$ cat config.mk
export PLATFORM = sky130hd
export DESIGN_NAME = lcd_bus_writer
export DESIGN_NICKNAME = d
export VERILOG_FILES = /design/src/rtl/lcd_pkg.sv /design/src/rtl/lcd_phase_timer.sv /design/src/rtl/lcd_bus_writer.sv
export SDC_FILE = /design/constraint.sdc
export NUM_CORES = 1
export LEC_CHECK = 0
export CORE_MARGIN = 5
export CORE_UTILIZATION = 35
export DETAILED_ROUTE_END_ITERATION = 10
export GPL_TIMING_DRIVEN = 0
export PLACE_DENSITY = 0.8
export SYNTH_ARGS = -nofsm -noshare
export SYNTH_HDL_FRONTEND = slang
export SYNTH_HIERARCHICAL = 1
export SYNTH_SLANG_ARGS = --single-unit
$ cat constraint.sdc
create_clock -name clk -period 1.9 [get_ports clk]
set_clock_uncertainty 0.05 [all_clocks]
set_input_delay 0.57 -clock clk [delete_from_list [all_inputs] [get_ports clk]]
set_output_delay 0.57 -clock clk [all_outputs]
set_load 0.1 [all_outputs]
$ cat src/rtl/lcd_pkg.sv
// Shared types and constants for the LCD write-bus path: the 9-bit FIFO word
// layout, DC encodings and the bus-writer state encoding.
package lcd_pkg;

  // FIFO word: DC flag on top of the 8-bit payload.
  typedef struct packed {
    logic       dc;
    logic [7:0] payload;
  } lcd_word_t;

  localparam logic DC_CMD  = 1'b0;
  localparam logic DC_DATA = 1'b1;

  typedef enum logic [1:0] {
    IDLE,
    SETUP,
    WR_LOW,
    WR_HIGH
  } wr_state_t;

  // Largest of three phase lengths; sizes the phase timer.
  function automatic int max3(input int a, input int b, input int c);
    int m;
    m = a;
    if (b > m) m = b;
    if (c > m) m = c;
    return m;
  endfunction

endpackage

$ cat src/rtl/lcd_phase_timer.sv
// Loadable down-counter that measures one bus phase. Loading N makes done
// high on the Nth cycle after the load (the last cycle of the phase).
module lcd_phase_timer #(
  parameter int WIDTH = 2
) (
  input  logic             clk,
  input  logic             rst,
  input  logic             load,
  input  logic [WIDTH-1:0] load_value,
  output logic             done
);

  logic [WIDTH-1:0] count;

  // Reload on phase entry, otherwise count down and park at zero.
  // NOTE: sequential state uses non-blocking assignments so every flop
  // samples pre-edge values regardless of block ordering.
  always_ff @(posedge clk or posedge rst) begin
    if (rst) begin
      count <= '0;
    end else if (load) begin
      count <= load_value - 1'b1;
    end else if (count != '0) begin
      count <= count - 1'b1;
    end
  end

  assign done = (count == '0);

endmodule

$ cat src/rtl/lcd_bus_writer.sv
// Drains the LCD command/pixel FIFO onto an 8080-style write bus.
// Back-to-back words are streamed under a single CS# assertion.
// Optional feature: define LCD_BYTE_COUNT_EN to build the 32-bit counter of
// words written; without it byte_count is tied to zero.
module lcd_bus_writer
  import lcd_pkg::*;
#(
  parameter int SETUP_CYCLES   = 1,
  parameter int WR_LOW_CYCLES  = 2,
  parameter int WR_HIGH_CYCLES = 2
) (
  input  logic        clk,
  input  logic        rst,
  input  logic        enable,
  input  logic [8:0]  fifo_rdata,
  input  logic        fifo_rempty,
  output logic        fifo_rinc,
  output logic        lcd_cs_n,
  output logic        lcd_dc,
  output logic        lcd_wr_n,
  output logic        lcd_rd_n,
  output logic [7:0]  lcd_data,
  output logic        busy,
  output logic [31:0] byte_count
);

  localparam int MAX_CYCLES = max3(SETUP_CYCLES, WR_LOW_CYCLES, WR_HIGH_CYCLES);
  localparam int TW         = $clog2(MAX_CYCLES + 1);

  wr_state_t       state, next_state;
  logic            capture;
  logic            timer_load;
  logic            timer_done;
  logic [TW-1:0]   timer_value;
  lcd_word_t       head;

  assign head = lcd_word_t'(fifo_rdata);

  // State register.
  always_ff @(posedge clk or posedge rst) begin
    if (rst) state <= IDLE;
    else     state <= next_state;
  end

  // Next-state logic; capture marks the cycle a FIFO word is taken.
  // NOTE: every signal written here gets a default first, so no path can
  // leave it unassigned and infer a latch.
  always_comb begin
    next_state = state;
    capture    = 1'b0;
    case (state)
      IDLE: begin
        if (enable && !fifo_rempty) begin
          capture    = 1'b1;
          next_state = SETUP;
        end
      end
      SETUP:  if (timer_done) next_state = WR_LOW;
      WR_LOW: if (timer_done) next_state = WR_HIGH;
      WR_HIGH: begin
        if (timer_done) begin
          if (enable && !fifo_rempty) begin
            capture    = 1'b1;
            next_state = SETUP;
          end else begin
            next_state = IDLE;
          end
        end
      end
      default: next_state = IDLE;
    endcase
  end

  // Phase length of the state being entered; loaded on every transition.
  always_comb begin
    timer_value = TW'(SETUP_CYCLES);
    case (next_state)
      WR_LOW:  timer_value = TW'(WR_LOW_CYCLES);
      WR_HIGH: timer_value = TW'(WR_HIGH_CYCLES);
      default: timer_value = TW'(SETUP_CYCLES);
    endcase
  end

  assign timer_load = (next_state != state);

  lcd_phase_timer #(
    .WIDTH(TW)
  ) u_timer (
    .clk        (clk),
    .rst        (rst),
    .load       (timer_load),
    .load_value (timer_value),
    .done       (timer_done)
  );

  // Registered bus outputs, decoded from the state being entered so pin
  // changes line up exactly with the state change.
  always_ff @(posedge clk or posedge rst) begin
    if (rst) begin
      fifo_rinc <= 1'b0;
      lcd_cs_n  <= 1'b1;
      lcd_wr_n  <= 1'b1;
      lcd_dc    <= DC_CMD;
      lcd_data  <= 8'h00;
    end else begin
      fifo_rinc <= capture;
      lcd_cs_n  <= (next_state == IDLE);
      lcd_wr_n  <= (next_state != WR_LOW);
      if (capture) begin
        lcd_dc   <= head.dc;
        lcd_data <= head.payload;
      end
    end
  end

  assign lcd_rd_n = 1'b1;
  assign busy     = (state != IDLE);

`ifdef LCD_BYTE_COUNT_EN
  logic [31:0] count;

  // One count per WR# rising edge; wraps naturally at 2^32.
  always_ff @(posedge clk or posedge rst) begin
    if (rst) begin
      count <= 32'd0;
    end else if (state == WR_LOW && next_state == WR_HIGH) begin
      count <= count + 32'd1;
    end
  end

  assign byte_count = count;
`else
  assign byte_count = 32'd0;
`endif

endmodule

== Yosys cells after proc, flatten, opt, wreduce, memory -nomap -nowiden ==
Cells that the tools add are included.

* Bits in read-only memories: 0
* Memories: 0
* Register bits after elaboration: 16
* Bits in latches: 0
* Memory bits (writable): 0
* Logic and storage cells: 37
* Input port bits: 13

* Multiplexer cells: 12
* Bitwise operators: 0
* Magnitude comparators: 0
* Divide/modulo/power cells: 0
* Multiply operators: 0
* Equality and inequality tests: 7
* Shifts and indexed selects: 0
* Reductions and logical operators: 9
* Add/sub/neg operators: 2

{| class="wikitable"
|+ Operator list
! cell !! number
|-
| 2-bit 2-to-1 mux || 7
|-
| 2-bit equality test, second input constant || 4
|-
| 2-bit one-hot mux with 4 select lines || 1
|-
| 2-bit logical NOT || 3
|-
| 2-bit nonzero test || 3
|-
| 2-bit by 1-bit subtractor with 2-bit output, second input constant || 2
|-
| 1-bit 2-to-1 mux || 3
|-
| 2-bit by 1-bit equality test with 1-bit output, second input constant || 1
|-
| 2-bit != test || 1
|-
| 2-bit != test, second input constant || 1
|-
| 1-bit one-hot mux with 2 select lines || 1
|-
| 2-bit OR reduction || 1
|-
| 1-bit logical AND || 1
|-
| 1-bit logical NOT || 1
|}

== Longest topological paths before layout ==
* Depth after elaboration: 10
* Depth in mapped cells: 8

== Hierarchy ==
The synthesis kept the hierarchy.

{| class="wikitable"
|+ By module, submodules not included
! module !! times used !! cells each !! seq. area each (um^2) !! area each (um^2)
|-
| lcd_bus_writer || 1 || 94 || 352.8 || 977.2
|-
| lcd_phase_timer || 1 || 9 || 50.0 || 96.3
|}

== Least setup slack after synthesis ==
Ideal clock, no wire load.

* Path kind: register to register
* Start point: register state[1]
* End point: register lcd_data[0]
* Arrival time: 1.960 ns
* Setup time: 0.125 ns
* Slack: -0.235 ns
* Clock period less this slack: 2.135 ns
* Cell stages (with the launch flop): 6
* Required time: 1.725 ns
* Cells stage by stage: dfrtp_1 -> inv_1 -> ha_1 -> inv_1 -> a211oi_4 -> mux2_2

* Cells in the longest elaborated chain, start to end: 2
* Elaborated cells on any way between the ends: 3

{| class="wikitable"
|+ RTL lines
! element !! line !! text
|-
| from (decl) || lcd_bus_writer.sv:30 || <nowiki>wr_state_t state, next_state;</nowiki>
|-
| from (signal assigned) || lcd_bus_writer.sv:42 || <nowiki>else state <= next_state;</nowiki>
|-
| 2-bit equality test or 2-bit logical NOT (tied branches) || lcd_bus_writer.sv:51 || <nowiki>case (state)</nowiki>
|-
| 1-bit one-hot mux with 2 select lines * || lcd_bus_writer.sv:51 ||
|-
| net capture || lcd_bus_writer.sv:31 || <nowiki>logic capture;</nowiki>
|-
| to (signal assigned) || lcd_bus_writer.sv:111 || <nowiki>lcd_data <= head.payload;</nowiki>
|-
| to (decl) || lcd_bus_writer.sv:22 || <nowiki>output logic [7:0] lcd_data,</nowiki>
|}

Mark *: on every way through the listed nets, which the timed path passes. The rest lies on a longest branch.
A chain may end at the register's enable or synchronous reset.

== Worst setup path in the final report ==
* Start point: register state[0]
* End point: output port busy

* Cells in the longest elaborated chain, start to end: 1

{| class="wikitable"
|+ RTL lines
! element !! line !! text
|-
| 2-bit nonzero test || lcd_bus_writer.sv:117 || <nowiki>assign busy = (state != IDLE);</nowiki>
|-
| to (decl) || lcd_bus_writer.sv:23 || <nowiki>output logic busy,</nowiki>
|}

No other way between the ends.

==> metrics.txt <==
RSZ-0062 raised after global routing true; most common cell in the netlist buf_4; final global-route overflow total 0; Initial Util between 30 and 40%; Synth cell types 29; Pre-antenna DRT Iters 4; Hold Slack roughly 400 ps; synth cell count leaders buf_4 (33), dfrtp_1 (14), mux2_2 (9); Peak Freq approximately 0.53 GHz; io pins 59; Worst-Margin Slew between 500 and 600 ps; CP Launch Type register; CTS sink cnt 16; utilization after layout between 50% and 60%; post-route ant nets 0; final hold violations 0; via count around 840; Initial DRC Count 20; Max stage delay on crit path ~430 ps; H-Tree Depth 1; top cells by area, synth dfrtp_1 (33%), buf_4 (23%), mux2_2 (9.4%); crit path launch state[0]; HP Class primary input to asynchronous set/reset pin; M1 GR Usage ~11%; most area-hungry cell type in the Yosys netlist dfrtp_1; Synth warnings 6; Die Width 65.4 um; Rows 20; layout cell share with drive strength beyond 1 51.8%; worst skew pair latency roughly 290 ps; Area growth syn-to-layout 53.7%; crit path cell chain inv_2 -> ha_2 -> inv_2 -> buf_12; fin crit share between 90% and 100%; Port Buffers 25; RR Endpoint u_timer/count[0]; min Tclk post-route ~1900 ps; GR peak layer met2; Synth Cell Area ~0.0011 mm^2; DRC errors left 0; share of the synthesized area in the top cell type 32.6%; Top FF cell, synth dfrtp_1; met2 GRT Util 18.8%; crit path capture type output pin; Max-Slew Margin vs Limit 63.1%; CTS tree yes; root buf cell clkbuf_4; Hold Buf Count CTS 0; antenna violations before repair 0; Layout Cells excl Fill 203; wire per inst 11.2 um; number of flops mapped to enable cells by yosys 0; Die ar. 0.00427 mm^2; Worst Reg-to-Reg Cells 7; fill count roughly 270; CP Capture Point busy; largest net degree at the start of global routing 15; synthesized area per cell ~10 um^2; global-route wire length before repair between 3000 and 4000 um; Critical Path RT ~1300 ps; outcome finished, final reports clean; Detailed Place HPWL about 1700 um; R2R Path Start state[0]; Seq/Total Area, Yosys 37.5%; GRT met3 Usage 1.88%; Setup CP Type register to output pin; endpoints failing setup 0; Stages on worst setup path 4; CP delay by family, top flip-flops; Via-to-Cell Ratio around 4.1; placed insts 192; Mapped Cells 103; Post-synth ARST share 100%; CP max FO 4; Slew Viols, Final 0; number of global-route vias before repair 794; Max Cap Viol 0; Bufs and invs on worst path 3; Worst Path Arrival ~1300 ps; most frequent cell on the critical path inv_2; setup slack, reg-to-reg around 50 ps; GRT Total Usage between 10% and 20%; CTS clk-pin slew, worst paths about 90 ps; Num CTS Buffers 3; final net count 189; die height about 65 um; Synth Register Bits 16; drt total wl ~2300 um; GPL Wtd Cong between 0.7 and 0.8; core footprint around 0.003 mm^2; Longest Clk Path Bufs 2; ant diodes 0; critical path's slowest cell dfrtp_1
## how the worst min path moves through the flow
stage,startpoint,endpoint,slack [ps],cells after the start
global route,rst,u_timer/count[1],420,2
floorplan,rst,u_timer/count[0],260,1
finish,rst,u_timer/count[1],400,2
CTS,rst,u_timer/count[0],400,2
detailed placement,lcd_data[0],lcd_data[0],450,1
global placement,lcd_data[0],lcd_data[0],440,1
## layout make-up
cell class | count | area [um^2] | area share (%)
Buffer | 34 | 259 | 15.7
Clock buffer | 4 | 36.3 | 2.20
Inverter | 6 | 22.5 | 1.36
Multi-Input combinational cell | 78 | 559 | 33.9
Sequential cell | 16 | 404 | 24.5
Tap cell | 33 | 41.3 | 2.50
Timing Repair Buffer | 32 | 328 | 19.9
## layout by cell type (no fill, tap or decap), drive strengths merged, types with 3 or more instances in the layout
cell type      synthesis  final
buf                   34     44
conb                   2     33
dfrtp                 14     14
clkdlybuf4s50          0     12
clkdlybuf4s15          0     10
mux2                   9      9
inv                    6      6
nand2                  5      5
ha                     5      5
clkbuf                 0      4
nor2                   3      3
nand2b                 3      3
## through the flow
stage          TNS, ps  instance area (um^2)  setup slack [ps]
2_1_floorplan    -2150                  1190              -235
3_3_place_gp     -7640                  1480              -693
3_5_place_dp     -8350                  1480              -724
4_1_cts              0                  1580              3.35
5_1_grt           -119                  1650             -49.7
6_report             0                  1650              28.8
## state kept, by name (all words and copies together) (netlist names)
signal         flops
lcd_data           8
state              2
u_timer/count      2
fifo_rinc          1
lcd_cs_n           1
lcd_dc             1
lcd_wr_n           1
## cells by family (layout without fill, tap and decap cells)
family | count (synthesis) | count (layout) | synth area share (%)
compound gates | 10 | 10 | 8.86
flops | 16 | 16 | 37.5
fa+ha+maj | 5 | 5 | 5.83
other cells | 2 | 33 | 0.700
xor+xnor | 1 | 1 | 0.816
mux | 11 | 11 | 11.3
simple gates | 18 | 18 | 9.32
buf+inv | 40 | 76 | 25.6
## layer usage
| metal | part of all wire [%] | vias up |
|---|---|---|
| li1 | - | 409 |
| met1 | 36 | 388 |
| met2 | 54 | 34 |
| met3 | 6.8 | 5 |
| met4 | 2.3 | 0 |
| met5 | 0 | - |
## timing repair
item | CTS | global route
pin swaps | 2 | 3
gates resized for setup | 54 | 14
setup endpoints to repair | 24 | 3
buffers inserted | 4 | 3
Power is not shown: default switching activity piles up to over one toggle a cycle in this logic, so the estimate is an artifact.
